### src/rtl/scale_arbiter.sv
// scale_arbiter: round-robin front end that shares one Q-format vector-scale
// unit among NUM_REQ requester FIFOs. One transaction is in flight at a time:
// the winner's operands are latched and presented as an FWFT source, and the
// scale unit's result is steered back into the winner's result FIFO.
// Vector ports are flattened: lane k of requester i sits at bit (i*3+k)*32.

module scale_arbiter #(
  parameter int NUM_REQ = 2,
  parameter int Q_BITS  = 10
) (
  input  logic                   clock,
  input  logic                   reset,
  input  logic [NUM_REQ*96-1:0]  req_x,
  input  logic [NUM_REQ*32-1:0]  req_a,
  input  logic [NUM_REQ-1:0]     req_empty,
  output logic [NUM_REQ-1:0]     req_rd_en,
  output logic [95:0]            sc_x,
  output logic [31:0]            sc_a,
  output logic                   sc_empty,
  input  logic                   sc_rd_en,
  input  logic [95:0]            sc_out,
  input  logic                   sc_wr_en,
  output logic                   sc_full,
  output logic [95:0]            res_out,
  output logic [NUM_REQ-1:0]     res_wr_en,
  input  logic [NUM_REQ-1:0]     res_full,
  output logic                   busy,
  output logic [15:0]            txn_count
);

  localparam int ID_W = $clog2(NUM_REQ);

  typedef enum logic [1:0] {
    ST_IDLE = 2'd0,
    ST_LOAD = 2'd1,
    ST_WAIT = 2'd2
  } state_e;

  state_e            state_q, state_d;
  logic [ID_W-1:0]   last_grant_q, last_grant_d;
  logic [ID_W-1:0]   cur_id_q, cur_id_d;
  logic [95:0]       hold_x_q, hold_x_d;
  logic [31:0]       hold_a_q, hold_a_d;
  logic [15:0]       txn_count_q, txn_count_d;

  logic [NUM_REQ-1:0] eligible_s;
  logic               win_found_s;
  logic [ID_W-1:0]    win_id_s;
  logic [ID_W:0]      cand_s;

  // A requester whose result FIFO is full is skipped so it cannot block others.
  assign eligible_s = ~req_empty & ~res_full;

  // Round-robin search starting just after the last requester served.
  always_comb begin
    win_found_s = 1'b0;
    win_id_s    = {ID_W{1'b0}};
    cand_s      = {(ID_W+1){1'b0}};
    for (int k = 1; k <= NUM_REQ; k++) begin
      cand_s = {1'b0, last_grant_q} + (ID_W+1)'(k);
      if (cand_s >= (ID_W+1)'(NUM_REQ)) begin
        cand_s = cand_s - (ID_W+1)'(NUM_REQ);
      end else begin
        cand_s = cand_s;
      end
      if (!win_found_s && eligible_s[cand_s[ID_W-1:0]]) begin
        win_found_s = 1'b1;
        win_id_s    = cand_s[ID_W-1:0];
      end else begin
        win_found_s = win_found_s;
      end
    end
  end

  // Next-state and handshake strobes; pops and result writes are suppressed
  // while reset is held so no FIFO entry is consumed and then discarded.
  always_comb begin
    state_d      = state_q;
    last_grant_d = last_grant_q;
    cur_id_d     = cur_id_q;
    hold_x_d     = hold_x_q;
    hold_a_d     = hold_a_q;
    txn_count_d  = txn_count_q;
    req_rd_en    = {NUM_REQ{1'b0}};
    res_wr_en    = {NUM_REQ{1'b0}};
    sc_empty     = 1'b1;
    sc_full      = 1'b1;
    busy         = (state_q != ST_IDLE);
    case (state_q)
      ST_IDLE: begin
        if (win_found_s && !reset) begin
          req_rd_en[win_id_s] = 1'b1;
          hold_x_d = req_x[int'(win_id_s)*96 +: 96];
          hold_a_d = req_a[int'(win_id_s)*32 +: 32];
          cur_id_d = win_id_s;
          state_d  = ST_LOAD;
        end else begin
          state_d  = ST_IDLE;
        end
      end
      ST_LOAD: begin
        sc_empty = 1'b0;
        if (sc_rd_en) begin
          state_d = ST_WAIT;
        end else begin
          state_d = ST_LOAD;
        end
      end
      ST_WAIT: begin
        sc_full = res_full[cur_id_q];
        if (sc_wr_en && !res_full[cur_id_q] && !reset) begin
          res_wr_en[cur_id_q] = 1'b1;
          last_grant_d = cur_id_q;
          txn_count_d  = txn_count_q + 16'd1;
          state_d      = ST_IDLE;
        end else begin
          state_d      = ST_WAIT;
        end
      end
      default: begin
        state_d = ST_IDLE;
      end
    endcase
  end

  // State and operand hold registers with synchronous reset.
  always_ff @(posedge clock) begin
    if (reset) begin
      state_q      <= ST_IDLE;
      last_grant_q <= ID_W'(NUM_REQ - 1);
      cur_id_q     <= {ID_W{1'b0}};
      hold_x_q     <= 96'd0;
      hold_a_q     <= 32'd0;
      txn_count_q  <= 16'd0;
    end else begin
      state_q      <= state_d;
      last_grant_q <= last_grant_d;
      cur_id_q     <= cur_id_d;
      hold_x_q     <= hold_x_d;
      hold_a_q     <= hold_a_d;
      txn_count_q  <= txn_count_d;
    end
  end

  assign sc_x      = hold_x_q;
  assign sc_a      = hold_a_q;
  assign res_out   = sc_out;
  assign txn_count = txn_count_q;

  scale_arbiter_chk #(
    .NUM_REQ (NUM_REQ),
    .Q_BITS  (Q_BITS)
  ) u_chk (
    .clock     (clock),
    .reset     (reset),
    .req_rd_en (req_rd_en),
    .res_wr_en (res_wr_en),
    .in_load   (state_q == ST_LOAD),
    .in_wait   (state_q == ST_WAIT),
    .sc_rd_en  (sc_rd_en),
    .sc_wr_en  (sc_wr_en)
  );

endmodule

// Protocol checker: one-hot strobes and scale-unit handshakes only in the
// state that accepts them.
module scale_arbiter_chk #(
  parameter int NUM_REQ = 2,
  parameter int Q_BITS  = 10
) (
  input logic               clock,
  input logic               reset,
  input logic [NUM_REQ-1:0] req_rd_en,
  input logic [NUM_REQ-1:0] res_wr_en,
  input logic               in_load,
  input logic               in_wait,
  input logic               sc_rd_en,
  input logic               sc_wr_en
);

  a_rd_onehot: assert property (@(posedge clock) disable iff (reset) $onehot0(req_rd_en));
  a_wr_onehot: assert property (@(posedge clock) disable iff (reset) $onehot0(res_wr_en));
  a_rd_proto:  assert property (@(posedge clock) disable iff (reset) sc_rd_en |-> in_load);
  a_wr_proto:  assert property (@(posedge clock) disable iff (reset) sc_wr_en |-> in_wait);
  a_qbits:     assert property (@(posedge clock) (Q_BITS >= 0) && (Q_BITS < 32));

endmodule

### config.mk
export PLATFORM = sky130hd
export DESIGN_NAME = scale_arbiter
export DESIGN_NICKNAME = d
export VERILOG_FILES = /design/src/rtl/scale_arbiter.sv
export SDC_FILE = /design/constraint.sdc
export NUM_CORES = 1
export LEC_CHECK = 0
export CAP_MARGIN = 10
export CORE_AREA = 2 2 234 236
export CTS_CLUSTER_SIZE = 8
export DETAILED_ROUTE_END_ITERATION = 8
export DIE_AREA = 0 0 236 238
export GPL_ROUTABILITY_DRIVEN = 0
export GPL_TIMING_DRIVEN = 0
export HOLD_SLACK_MARGIN = 0.02
export PLACE_DENSITY_LB_ADDON = 0.1
export REMOVE_ABC_BUFFERS = 1
export SYNTH_ARGS = -nofsm -noshare
export SYNTH_HDL_FRONTEND = slang
export SYNTH_HIERARCHICAL = 1
export SYNTH_SLANG_ARGS = --single-unit
### constraint.sdc
create_clock -name clock -period 2.6 [get_ports clock]
set_input_delay 0.65 -clock clock [delete_from_list [all_inputs] [get_ports clock]]
set_output_delay 0.65 -clock clock [all_outputs]
set_load 0.005 [all_outputs]
Yosys cells after proc, flatten, opt, wreduce, memory -nomap -nowiden
Index checks and enable logic that the tools add are counted.
{ "totals": {"ff_bits": 148, "in_bits": 360, "word_cells": 66, "out_inout_bits": 247} }
{ "op_classes": {"bitwise_logic": 3, "n_addsub": 5, "mul": 1, "muxes": 26, "order_cmp": 8, "reduce_logical": 13, "n_eq_ne": 2, "shift": 2} }
{ "op_table": {"columns": ["operator", "count"], "rows": [
  ["$shiftx 192x9->96", 1],
  ["$shiftx 64x7->32", 1],
  ["$mux 1", 17],
  ["$add 16x1->16 const B", 1],
  ["$mux 2", 6],
  ["$lt 1x2->1 const B", 4],
  ["$logic_and 1x1->1", 6],
  ["$pmux 2 s3", 1],
  ["$ge 2x2->1 const B", 2],
  ["$not 2->2", 2],
  ["$reduce_and 2->1", 2],
  ["$logic_not 1->1", 3],
  ["$mul 1x2->3 const B", 1],
  ["$add 1x1->2 const B", 1],
  ["$add 1x2->2 const B", 1],
  ["$and 2x2->2", 1],
  ["$demux 1 s1", 2],
  ["$eq 2x1->1 const B", 1],
  ["$eq 2x2->1 const B", 1],
  ["$ge 1x1->1 const B", 2],
  ["$logic_not 2->1", 1],
  ["$reduce_bool 2->1", 1],
  ["$sub 1x1->1 const B", 2]
]} }

Depth between registers and ports, before layout
Gate-level depths: netlist of the first run.
{ "logic_depth": {"depth_word": 15, "depth_mapped": 6, "ltp_nobuf": 5} }

Worst setup path after synthesis of the first run
Ideal clock, no wire load.
{ "synth_timing": {"path_kind": "input-to-output", "startpoint": "input req_empty[0]", "endpoint": "output req_rd_en[1]", "setup_slack_ns": 0.539, "n_path_buf": 1, "t_required_ns": 1.950, "cell_stages": 4, "arrival_time_ns": 1.411, "path_cell_list": "nor2_1 > a211o_1 > clkbuf_1 > nor3_1"} }
{ "synth_between": {"elab_chain_cells": 14, "word_cells_on_any_way": 20, "classes_between": "order compare (2); mux (12); bitwise (2); reduce/logical (4)"} }
{ "synth_rtl": {"columns": ["item", "line_no", "source"], "rows": [
  ["start, declared", "15", "input logic [NUM_REQ-1:0] req_empty,"],
  ["$not 2->2 (*)", "52", "assign eligible_s = ~req_empty & ~res_full;"],
  ["$and 2x2->2 (*)", "52", null],
  ["$mux 1 (not written as such) (2 in series)", "66", "if (!win_found_s && eligible_s[cand_s[ID_W-1:0]]) begin"],
  ["$mux 1", "66", null],
  ["$logic_not 1->1", "66", null],
  ["$logic_and 1x1->1", "66", null],
  ["$mux 1", "66", null],
  ["$lt 1x2->1 (not written as such) or $ge 1x1->1 (tied branches)", "92", "req_rd_en[win_id_s] = 1'b1;"],
  ["$logic_and 1x1->1 (not written as such)", "92", null],
  ["$mux 1 (not written as such)", "92", null],
  ["$demux 1 s1", "92", null],
  ["$mux 2 (*)", "91", "if (win_found_s && !reset) begin"],
  ["$mux 2 (*)", "89", "case (state_q)"],
  ["end, declared", "16", "output logic [NUM_REQ-1:0] req_rd_en,"]
]} }
Every way passes the cells marked *; elsewhere a longest branch is shown, timed or not. The select of a mux whose other input is x is not followed.

Worst setup path in the final report of the first run
{ "layout_timing": {"startpoint": "input sc_wr_en", "endpoint": "output res_wr_en[1]"} }
{ "layout_between": {"elab_chain_cells": 4} }
{ "layout_rtl": {"columns": ["item", "line_no", "source"], "rows": [
  ["start, declared", "22", "input logic sc_wr_en,"],
  ["$logic_and 1x1->1 (2 in series)", "111", "if (sc_wr_en && !res_full[cur_id_q] && !reset) begin"],
  ["$mux 2", "111", null],
  ["$mux 2", "89", null],
  ["end, declared", "25", "output logic [NUM_REQ-1:0] res_wr_en,"]
]} }
No other way between the ends.

==> results.md, run 1 <==
- Die X: approximately 240 µm
- Slew HR: between 50% and 60%
- R2r setup slk: approximately 510 ps
- Pint: roughly 5000 µW
- EDFF count, synth: 0
- Post-synth top area cell: dfxtp_1
- Critical Path RT: about 2000 ps
- Input/output buffers: between 400 and 500
- Ys async rst share: 0%
- H-tree depth: 4
- Final period util: 96.8%
- Place WS: -1120 ps
- CP endpoint kind: primary output
- Reg2reg start: last_grant_q
- Crit path DAT: 1870 ps
- TritonCTS Buffers: 17
- Flop pwr share: between 30% and 40%
- WL final: 49.7 mm
- Clock share of power: between 30 and 40%
- Worst-path clk slew: about 60 ps
- Synth top area cells: dfxtp_1, nand2_1, a31oi_1
- Syn-to-layout area delta: 72.3%
- DRC Markers: 0
- First-pass GRT wire length: around 67 mm
- Slew @ Worst Pin: between 600 and 700 ps
- Total GRT Usage: 17.3%
- Post-route ant nets: 0
- Sw power: between 1500 and 2000 µW
- Met3 Usage GRT: between 10% and 20%
- Static leakage: 0.00435 µW
- Post-Synthesis Cell Area: between 6000 and 7000 µm²
- Max_cap viols: 0
- Cell with the most instances after synthesis: nand2_1
- Hold slack: about 500 ps
- Post-Syn Instances: approximately 920
- Sw Share: ~29%
- Most used DFF post-synth: dfxtp_1
- Global routing usage on met1: ~18%
- Longest Clk Path Bufs: 2
- Hold/Removal Path Class: register to register
- Met2 Track Usage GR: between 20% and 30%
- Power density over cell area: approximately 580 nW/µm²
- Drt first pass iters: 4
- Final hold vios: 0
- Total grt overflow: 0
- DIE AREA: around 56000 µm²
- Final nets: between 1500 and 2000
- Pin count of the biggest net entering global routing: 89
- Vias per cell: 4.19
- HP Start: txn_count[5]
- WS Path Type: input port to primary output
- Sequential area share after synthesis: between 40% and 50%
- Vias in the first global route: 7721
- Clock sinks: around 150
- # hold bufs at CTS: 0
- Wire per inst: ~26 µm
- Gr busiest metal: met2
- Initial core utilization: a little over an eighth
- Share of cells above drive strength 1: about 6.4%
- Final setup fails: 0
- Synth warn: 6
- I/O Pins: 607
- N_diodes: 0
- Clock latency on the worst-skew pair: between 400 and 500 ps
- Yosys reg bits: 148
- Mean post-synth cell area: 7.59 µm²
- Unrepaired setup endpoints after global routing: false
- Post-DP HPWL: about 37 mm
- Combinational share of power: about a quarter
- F_max: 397 MHz
- Clk_skew: between 10 and 15 ps
- VDD IR max: 0.501 mV
- Top cells by count, synth: nand2_1, dfxtp_1, o21ai_0
- Synth top area share: a little over two fifths
- Critical Path Fanout Max: 3
- Final Max Tran Viols: 0
- Outcome: completed
- Initial antenna violation count: 1
- Synth unique cells: 39
- Final worst-path setup slack: 83.2 ps
- Root buffer cell: clkbuf_16
- Vias: ~8000
- Minimum clock period: approximately 2500 ps
- Startpoint types: input port
- TritonCTS clock tree: done
- Die Span Y: 238 µm
- Rows: 85
- Worst Setup SP: sc_wr_en
- DR iter-0 viols: slightly above 500
- CORE AREA: between 50000 and 60000 µm²
## worst max-delay path, cell delays in order
cell and delay [ps]:
clkdlybuf4s50_1 480, and4bb_4 300, and3_4 210, dlygate4sd2_1 230
## power by group through the flow
stage	registers [µW]	clock network, µW	logic [µW]
after CTS	2600	2910	1650
final	2600	2750	1630
after global placement	2650	0	1630
after detailed placement	2650	0	1610
after global routing	2630	2970	1780
after floorplan	2660	0	456
## final timing paths
check,depth (start not counted),to
worst min register to register,2,txn_count[5]
worst min-delay path,2,txn_count[5]
worst max register to register,6,sc_x[20]
worst max-delay path,4,res_wr_en[1]
## metal layers
metal / part of all wire [%] / vias up
met4: 1.3 / 14
met5: 1.4 / -
li1: - / 3682
met3: 23 / 53
met1: 37 / 3736
met2: 38 / 551
## stage by stage
step	cells	instance area (µm²)	util (%)	TNS, ps	total power, µW
2_1_floorplan	751	5950	-	-412210	3110
3_5_place_dp	1873	11300	21.2	-60010	4260
4_1_cts	1915	12000	22.5	0	7160
6_report	1916	12000	22.5	0	6980
5_1_grt	1916	12000	22.5	0	7380
3_3_place_gp	1861	11000	20.5	-1176810	4280
## registers in the layout, summed over array words and instances (netlist names)
| name | count |
|---|---|
| cur_id_q | 1 |
| last_grant_q | 1 |
| sc_a | 32 |
| sc_x | 96 |
| state_q | 2 |
| txn_count | 16 |
## cell type report
type	instances	area, µm²
sequential	148	2960
tap	696	871
clock buffer	19	453
timing repair buffer	434	4510
clock inverter	13	155
inverter	3	16.3
multi-input combinational	603	3070
fill	5918	41400
## repair_timing
| item | in CTS | in global routing |
|---|---|---|
| endpoints found under the hold margin | 0 | 0 |
| pin swaps | 4 | 1 |
| setup endpoints to repair | 11 | 19 |
| gates resized for setup | 27 | 5 |
| buffers inserted | 8 | 0 |
| cloned | 2 | 1 |
## cell families after synthesis
family | share of synthesized area (%)
AOI/OAI and AO/OA | 23.3
xor gates and xnor gates | 0.626
adders and majority gates | 0.179
buffers and inverters | 15.0
DFF | 42.4
muxes | 0.322
and+or+nand+nor | 18.2
## placed cells by master, fill, tap and decap left out, drive strengths merged, types with 4 or more instances in the layout
cell type      Yosys  routed
nand4              6       6
nand2            266     266
o21ai            132     132
a211o              2       4
nor2               9       9
xor2               5       5
inv                3       4
a21oi              9       9
clkinv             0       6
dfxtp            148     148
nand3              6       6
buf              128      21
clkbuf            42      20
clkdlybuf4s50      0     405
o31ai              4       4
a31oi            128     128
(Power assumes the default switching activity.)
==> run 2: changes to the inputs <==
==> constraint.sdc (replaced) <==
create_clock -name clock -period 2.48 [get_ports clock]
set_input_delay 0.62 -clock clock [delete_from_list [all_inputs] [get_ports clock]]
set_output_delay 0.62 -clock clock [all_outputs]
set_load 0.005 [all_outputs]
==> run 2 against run 1 <==
  * Wire length is 0.92% lower
  * Sequential power is 5% higher
  * Critical path depth is 1 higher
  * Sequential share of layout area hardly changed
  * Cell count hardly changed
  * Clock power is 5% higher
  * Critical endpoint is now sc_full
==> results.md, run 2 (same netlist as run 1, synthesis figures left out) <==
- Worst-path clk slew: 70 ps (about the same)
- Total grt overflow: 0 (unchanged)
- Power density over cell area: 607 nW/µm² (+4.8%)
- Most common cell after layout, fill and taps aside: clkdlybuf4s50_1
- Critical Path Fanout Max: 5 (+2)
- Static leakage: 0.00435 µW (about the same)
- Die X: 236 µm (unchanged)
- First-pass GRT wire length: 66.6 mm (unchanged)
- Worst Path Buf+Inv: 3 (+1)
- HP Start: sc_wr_en
- Commonest non-fill, non-tap cells in the layout: clkdlybuf4s50_1, nand2_1, dfxtp_1
- Storage element area: 2960 µm² (unchanged)
- Slew @ Worst Pin: 609 ps (-7.39 ps)
- Crit path largest cell delay: 500 ps (+20 ps)
- VDD IR max: 0.525 mV (+4.8%)
- Pwr Total: 7310 µW (+4.7%)
- TritonCTS clock tree: done
- Area of the multi-input gates: 3060 µm² (-0.37%)
- Vias per cell: 4.18 (-0.43%)
- N_diodes: 0 (unchanged)
- Critical-path top delay cell: clkdlybuf4s50_1
- Max_cap viols: 0 (unchanged)
- H-tree depth: 4 (unchanged)
- Initial antenna violation count: 1 (unchanged)
- Syn-to-layout area delta: 72.2% (about the same)
- Unrepaired setup endpoints after global routing: false
- Final setup fails: 0 (unchanged)
- Minimum clock period: 2440 ps
- Initial core utilization: 13.1% (unchanged)
- Crit path DAT: 1820 ps (-50 ps)
- Rows: 85 (unchanged)
- Pin count of the biggest net entering global routing: 89 (unchanged)
- Vias in the first global route: 7719 (-0.026%)
- Hold/Removal Path Class: input port to register
- Post-route ant nets: 0 (unchanged)
- Final worst-path setup slack: 37.6 ps (-45.6 ps)
- DRC Markers: 0 (unchanged)
- DIE AREA: 56200 µm² (unchanged)
- Root buffer cell: clkbuf_16
- WL final: 49.2 mm (-0.92%)
- F_max: just over 400 MHz
- DR iter-0 viols: 523 (+1.4%)
- Reg2reg start: state_q[1]
- Crit path cell chain: clkdlybuf4s15_2 -> mux2i_4 -> buf_4 -> nand3b_1 -> clkdlybuf4s50_1
- Final Max Tran Viols: 0 (unchanged)
- Critical Path RT: 1860 ps (-90 ps)
- Post-DP HPWL: 36.9 mm (unchanged)
- CORE AREA: 53500 µm² (unchanged)
- TritonCTS Buffers: 17 (unchanged)
- Final Util: 22.5% (about the same)
- Place WS: -1180 ps (-60.0 ps)
- Top Family by Delay on Critical Path: buffers and inverters
- Share of cells above drive strength 1: 6.23% (-0.16 points)
- FILL cells: 5915 (-0.051%)
- Slew HR: 59.4% (+0.49 points)
- I/O Pins: 607 (unchanged)
- Max FFs per register: 96 (unchanged)
- Clk_skew: 14.6 ps (+0.0757 ps)
- Startpoint types: input port
- Input/output buffers: 414 (unchanged)
- CP endpoint kind: primary output
- Die Span Y: 238 µm (unchanged)
- Outcome: completed
- Longest Clk Path Bufs: 2 (unchanged)
- Clock latency on the worst-skew pair: 480 ps (about the same)
- # hold bufs at CTS: 0 (unchanged)
- Vias: 7997 (-0.49%)
- Worst Setup SP: res_full[1]
- Final period util: 98.5%
- Wire per inst: 25.7 µm (-0.87%)
- Final nets: 1567 (-0.064%)
- Total GRT Usage: 17.3% (unchanged)
- Clock sinks: 148 (unchanged)
- WS Path Type: input port to primary output
- Drt first pass iters: 5 (+1)
- Final hold vios: 0 (unchanged)
[run 2: worst reg2reg max path, stage by stage, from the launching register on]
cell     delay, ps
dfxtp_1        360
nor2_1         280
o21a_4         470
buf_16         280
buf_16         330
o21ai_0        210
a31oi_1        170
[run 2: worst paths after layout]
path	slack [ps]	end	cells after the start
worst max-delay path	40	sc_full	5
worst min-delay path	480	state_q[1]	4
worst max register to register	320	sc_x[39]	6
worst min register to register	500	txn_count[5]	2
[run 2: power breakdown]
group          total, µW  switching (µW)  internal, µW  leakage, µW
clock network       2890            1260          1630     0.000295
registers           2730             118          2610      0.00122
logic               1700             714           982      0.00283
[run 2: timing repair]
item                       4_1_cts  5_1_grt
setup endpoints to repair       68        7
gates resized for setup         29        4
gates cloned                     2        0
buffers inserted                 8        0
hold endpoints to repair         0        0
pin swaps                        4        1
[run 2: final cells by class]
class                   instances  area share (%)
clock buffers                  19            3.76
clock inverters                13            1.29
inverters                       3           0.135
multi-input cells             602            25.4
flip-flops and latches        148            24.6
well taps                     696            7.23
repair buffers                434            37.5
[run 2: metrics by stage]
stage	setup TNS, ps	hold slack, ps	instances	instance area [µm²]
final	0	475	1915	12000
after global routing	0	472	1915	12000
after CTS	-2.37	507	1915	12000
after detailed placement	-73450	498	1873	11300
after global placement	-1190250	488	1861	11000
after floorplan	-423950	460	751	5950
[run 2: layer usage]
metal  global-route usage, %  up-vias  routed length [µm]
met5                    11.7        -                 699
met4                    4.73       14                 638
met3                    19.3       51               11300
met2                    22.0      557               18400
met1                    17.6     3693               18200
li1                        -     3682                   -
